===== src/rtl/hex_line_decoder.sv =====
// ASCII hex line decoder: accumulates up to DIGITS hex characters per CR/LF-terminated line
// and presents the value on a valid/ready output. Define HEX_LINE_DECODER_LOWERCASE_EN to accept "a"-"f".
module hex_line_decoder #(
    parameter int DIGITS = 4
) (
    input  logic                  clk,
    input  logic                  reset,
    input  logic [7:0]            rx_data,
    input  logic                  rx_valid,
    output logic                  rx_ready,
    output logic [4*DIGITS-1:0]   value_data,
    output logic [3:0]            value_len,
    output logic                  value_valid,
    input  logic                  value_ready,
    output logic                  err
);

    typedef enum logic [1:0] {
        IDLE,
        ACCUM,
        OUT,
        SKIP
    } state_t;

    localparam logic [3:0] MAX_CNT = 4'(DIGITS);

    state_t                r_state;
    logic [4*DIGITS-1:0]   r_acc;
    logic [3:0]            r_cnt;
    logic                  r_err;

    logic                  w_accept;
    logic                  w_is_hex;
    logic                  w_is_term;
    logic [3:0]            w_nibble;
    logic [4*DIGITS-1:0]   w_nib_ext;

    assign w_accept  = rx_valid && rx_ready;
    assign w_nib_ext = (4*DIGITS)'(w_nibble);

    // NOTE: every variable gets a default before the if-chain so no latch is inferred.
    always_comb begin
        w_is_hex  = 1'b0;
        w_nibble  = 4'h0;
        w_is_term = (rx_data == 8'h0D) || (rx_data == 8'h0A);
        if (rx_data >= 8'h30 && rx_data <= 8'h39) begin
            w_is_hex = 1'b1;
            w_nibble = rx_data[3:0];
        end else if (rx_data >= 8'h41 && rx_data <= 8'h46) begin
            w_is_hex = 1'b1;
            w_nibble = rx_data[3:0] + 4'd9;
        end
`ifdef HEX_LINE_DECODER_LOWERCASE_EN
        else if (rx_data >= 8'h61 && rx_data <= 8'h66) begin
            w_is_hex = 1'b1;
            w_nibble = rx_data[3:0] + 4'd9;
        end
`endif
    end

    // NOTE: state is updated with non-blocking assignments so every branch sees pre-edge values.
    always_ff @(posedge clk or posedge reset) begin
        if (reset) begin
            r_state <= IDLE;
            r_acc   <= '0;
            r_cnt   <= '0;
            r_err   <= 1'b0;
        end else begin
            r_err <= 1'b0;
            unique case (r_state)
                IDLE: begin
                    if (w_accept) begin
                        if (w_is_hex) begin
                            r_acc   <= w_nib_ext;
                            r_cnt   <= 4'd1;
                            r_state <= ACCUM;
                        end else if (!w_is_term) begin
                            r_err   <= 1'b1;
                            r_state <= SKIP;
                        end
                    end
                end
                ACCUM: begin
                    if (w_accept) begin
                        if (w_is_hex) begin
                            if (r_cnt == MAX_CNT) begin
                                r_err   <= 1'b1;
                                r_state <= SKIP;
                            end else begin
                                r_acc <= (r_acc << 4) | w_nib_ext;
                                r_cnt <= r_cnt + 4'd1;
                            end
                        end else if (w_is_term) begin
                            r_state <= OUT;
                        end else begin
                            r_err   <= 1'b1;
                            r_state <= SKIP;
                        end
                    end
                end
                OUT: begin
                    if (value_ready) begin
                        r_acc   <= '0;
                        r_cnt   <= '0;
                        r_state <= IDLE;
                    end
                end
                SKIP: begin
                    if (w_accept && w_is_term) begin
                        r_state <= IDLE;
                    end
                end
                default: r_state <= IDLE;
            endcase
        end
    end

    // Input is stalled only while a value is outstanding, so no byte is ever dropped.
    assign rx_ready    = (r_state != OUT);
    assign value_valid = (r_state == OUT);
    assign value_data  = r_acc;
    assign value_len   = r_cnt;
    assign err         = r_err;

endmodule


===== config.mk =====
export PLATFORM = sky130hd
export DESIGN_NAME = hex_line_decoder
export DESIGN_NICKNAME = d
export VERILOG_FILES = /design/src/rtl/hex_line_decoder.sv
export SDC_FILE = /design/constraint.sdc
export NUM_CORES = 1
export LEC_CHECK = 0
export ABC_AREA = 1
export BUFFER_PORTS_ARGS = -buffer_cell sky130_fd_sc_hd__buf_2
export CAP_MARGIN = 10
export CORE_ASPECT_RATIO = 0.5
export CORE_MARGIN = 1.5
export CORE_UTILIZATION = 60
export CTS_BUF_LIST = sky130_fd_sc_hd__clkbuf_2
export DETAILED_ROUTE_END_ITERATION = 10
export GPL_ROUTABILITY_DRIVEN = 0
export PLACE_DENSITY = 0.92
export SETUP_SLACK_MARGIN = 0.4
export SYNTH_ARGS = -nofsm -noshare
export SYNTH_HDL_FRONTEND = slang
export SYNTH_SLANG_ARGS = --single-unit

===== constraint.sdc =====
create_clock -name clk -period 3.2 [get_ports clk]
set_input_delay 0.64 -clock clk [delete_from_list [all_inputs] [get_ports clk]]
set_output_delay 0.64 -clock clk [all_outputs]
set_load 0.05 [all_outputs]

==> flow_summary.json <==
{
  "status": "complete, no violations",
  "final_cell_mix": "87 x nand2_1, 34 x buf_2, 28 x inv_1",
  "worstPathMaxFanout": 4,
  "hold_violations": 0,
  "yosys.cell_types.count": 26,
  "r2r_slack_ns": 1.32,
  "leakagePower_nw": 1.00,
  "fin_skew_ns": 0.00493,
  "drtIter0Drc": 68,
  "synth.area.top_cells": "dfrtp_1 37%, nand2_1 21%, ha_1 8.8%",
  "synth-seq-cells": 23,
  "hpwl_um": 2190,
  "die_x_um": 75.1,
  "crit_path_frequent_cell": "inv_1",
  "cts_tree": "built",
  "numPortBuffers": 34,
  "syn_avg_cell_area_um2": 7.15,
  "ctsRootBufferMaster": "clkbuf_2",
  "die_area_mm2": 0.00293,
  "wl_met1_um": 1370,
  "finalNetCount": 274,
  "multi_input_area_um2": 816,
  "path_clk_slew_ns": 0.22,
  "synthArstFlopShare_pct": 100,
  "hold_ws_ns": 0.418,
  "postCtsSetupBuffers": 0,
  "syn_nets": 241,
  "antenna_found_initial": 0,
  "setup_viol": 0,
  "layout_min_cycle_time_ns": 2.15,
  "ios": 35,
  "final-seq-area_um2": 576,
  "drive_gt1_share_pct": 21.6,
  "drc": 0,
  "cts_buffer_depth": 2,
  "grt-ovfl-total": 0,
  "critPathRequiredTime_ns": 2.56,
  "final_common_cell": "nand2_1",
  "drv_cap": 0,
  "worst_ep_arrival_time_ns": 1.51,
  "cpPeakStageDelay_ns": 0.46,
  "critPathLaunchType": "register",
  "seq_area_frac_synth_pct": 36.9,
  "grt_pass1_vias": 1147,
  "cts_hold_buf": 0,
  "worst_pin_slew_ns": 0.842,
  "cts_repair_resize_count": 0,
  "slowest_stage": "dfrtp_1",
  "cts-buffers-inserted": 3,
  "tns_ns": 0,
  "crit_chain": "inv_1 > ha_1 > inv_1 > buf_2",
  "cellPowerDensity_mw_per_mm2": 707,
  "synth-edff-count": 0,
  "routed.top_layer": "met4",
  "endpoint_kind": "output port",
  "dr.pass1.iters": 4,
  "maxSlewViolCount": 0,
  "fp.dieH_um": 39.0,
  "clkLatencyLatePin_ns": 0.34,
  "dr_wl_met2_um": 1360,
  "nFillCells": 176,
  "area_delta_synth_final_pct": 11.6,
  "synth_warnings": 0,
  "viasPerCell": 4.86,
  "cts_num_sinks": 23,
  "wl_um": 2870,
  "synth.largest_area_cell": "dfrtp_1",
  "dr_wl_met3_um": 131,
  "ant_nets": 0,
  "ys.flop_type": "dfrtp_1",
  "hold_path_class": "primary input to asynchronous set/reset pin",
  "diodes": 0,
  "max_clock_freq_mhz": 466,
  "critical_path_class": "register to output port",
  "vias": 1386,
  "core_area_mm2": 0.00233,
  "row_count": 12,
  "grt_pass1_wl_um": 4690,
  "wire_per_inst_um": 10.1,
  "synth_top_area_share_pct": 36.9,
  "track_usage_pct": 21.7,
  "grt_max_degree": 24,
  "htreeDepth": 1,
  "rsz0062_at_grt": "no",
  "ir_drop_mv": 0.480,
  "initial_core_util_pct": 66.9,
  "relSlewSlack_pct": 43.8,
  "synth_area_mm2": 0.00156,
  "netlist_instances": 218,
  "min_period_over_period_pct": 67.1
}
per-stage QoR:
step                      instance area, um2  std cells  total power, W  setup WS, ns  util [%]
after CTS                               1740        285         0.00123          1.06      74.7
after global routing                    1740        285         0.00133         0.982      74.7
after global placement                  1720        281         0.00110          1.09      73.8
after floorplan                         1560        218         0.00106         0.976         -
final                                   1740        285         0.00123          1.05      74.7
after detailed placement                1720        281         0.00112          1.03      73.8
worst max-delay path: cells and delay by family (launching register included):
family | cells | cell delay [ns]
DFF | 1 | 0.46
buffers and inverters | 3 | 0.46
adders and majority gates | 1 | 0.25
final cells by class:
| class | count | area share, % |
|---|---|---|
| Sequential cell | 23 | 33.1 |
| Inverter | 30 | 6.48 |
| Multi-Input combinational cell | 159 | 46.9 |
| Clock inverter | 1 | 0.288 |
| Timing Repair Buffer | 34 | 9.79 |
| Tap cell | 35 | 2.52 |
| Clock buffer | 3 | 0.864 |
sequential cells by signal, indices dropped and copies added (netlist names):
name	count
err	1
value_len	4
value_data	16
r_state	2
power breakdown:
part	switching [W]	total, W	internal [W]
sequential	0.0000437	0.000382	0.000338
clock	0.0000905	0.000119	0.0000283
combinational	0.000541	0.000728	0.000187
path summary, 6_finish.rpt:
check,startpoint,cells past startpoint,end
worst max-delay path,r_state[0]$_DFFE_PP0P_,4,rx_ready
worst min-delay path,reset,2,value_data[12]$_DFFE_PP0P_
worst max register to register,r_state[0]$_DFFE_PP0P_,11,value_data[13]$_DFFE_PP0P_
worst min register to register,value_data[12]$_DFFE_PP0P_,2,value_data[12]$_DFFE_PP0P_
max in group asynchronous,reset,2,value_data[1]$_DFFE_PP0P_
min in group clk,value_data[12]$_DFFE_PP0P_,2,value_data[12]$_DFFE_PP0P_
cell usage after synthesis, types with 2 or more instances:
cell type  count
nor2_1        24
nand3_2        2
nand3_1       11
dfrtp_1       23
nor2_4         2
buf_6          4
inv_1         28
nand2_2        5
o21ai_0        4
inv_2          2
ha_1          11
a21oi_1        2
nand2_1       87
cells by family (layout without fill, tap and decap cells):
logic type	count (synthesis)	in the layout	share of synthesized area (%)
AOI/OAI and AO/OA	10	10	4.02
xor gates and xnor gates	2	2	1.12
adders and majority gates	11	11	8.84
buffers and inverters	36	68	10.7
DFF	23	23	36.9
and+or+nand+nor	136	136	38.4
routing by layer:
layer / global-route usage (%) / vias up
met3: 4.69 / 2
met2: 40.9 / 31
li1: - / 720
met5: 0 / -
met4: 4.09 / 0
met1: 26.0 / 633
No activity file was read; power rests on OpenSTA's default activity.
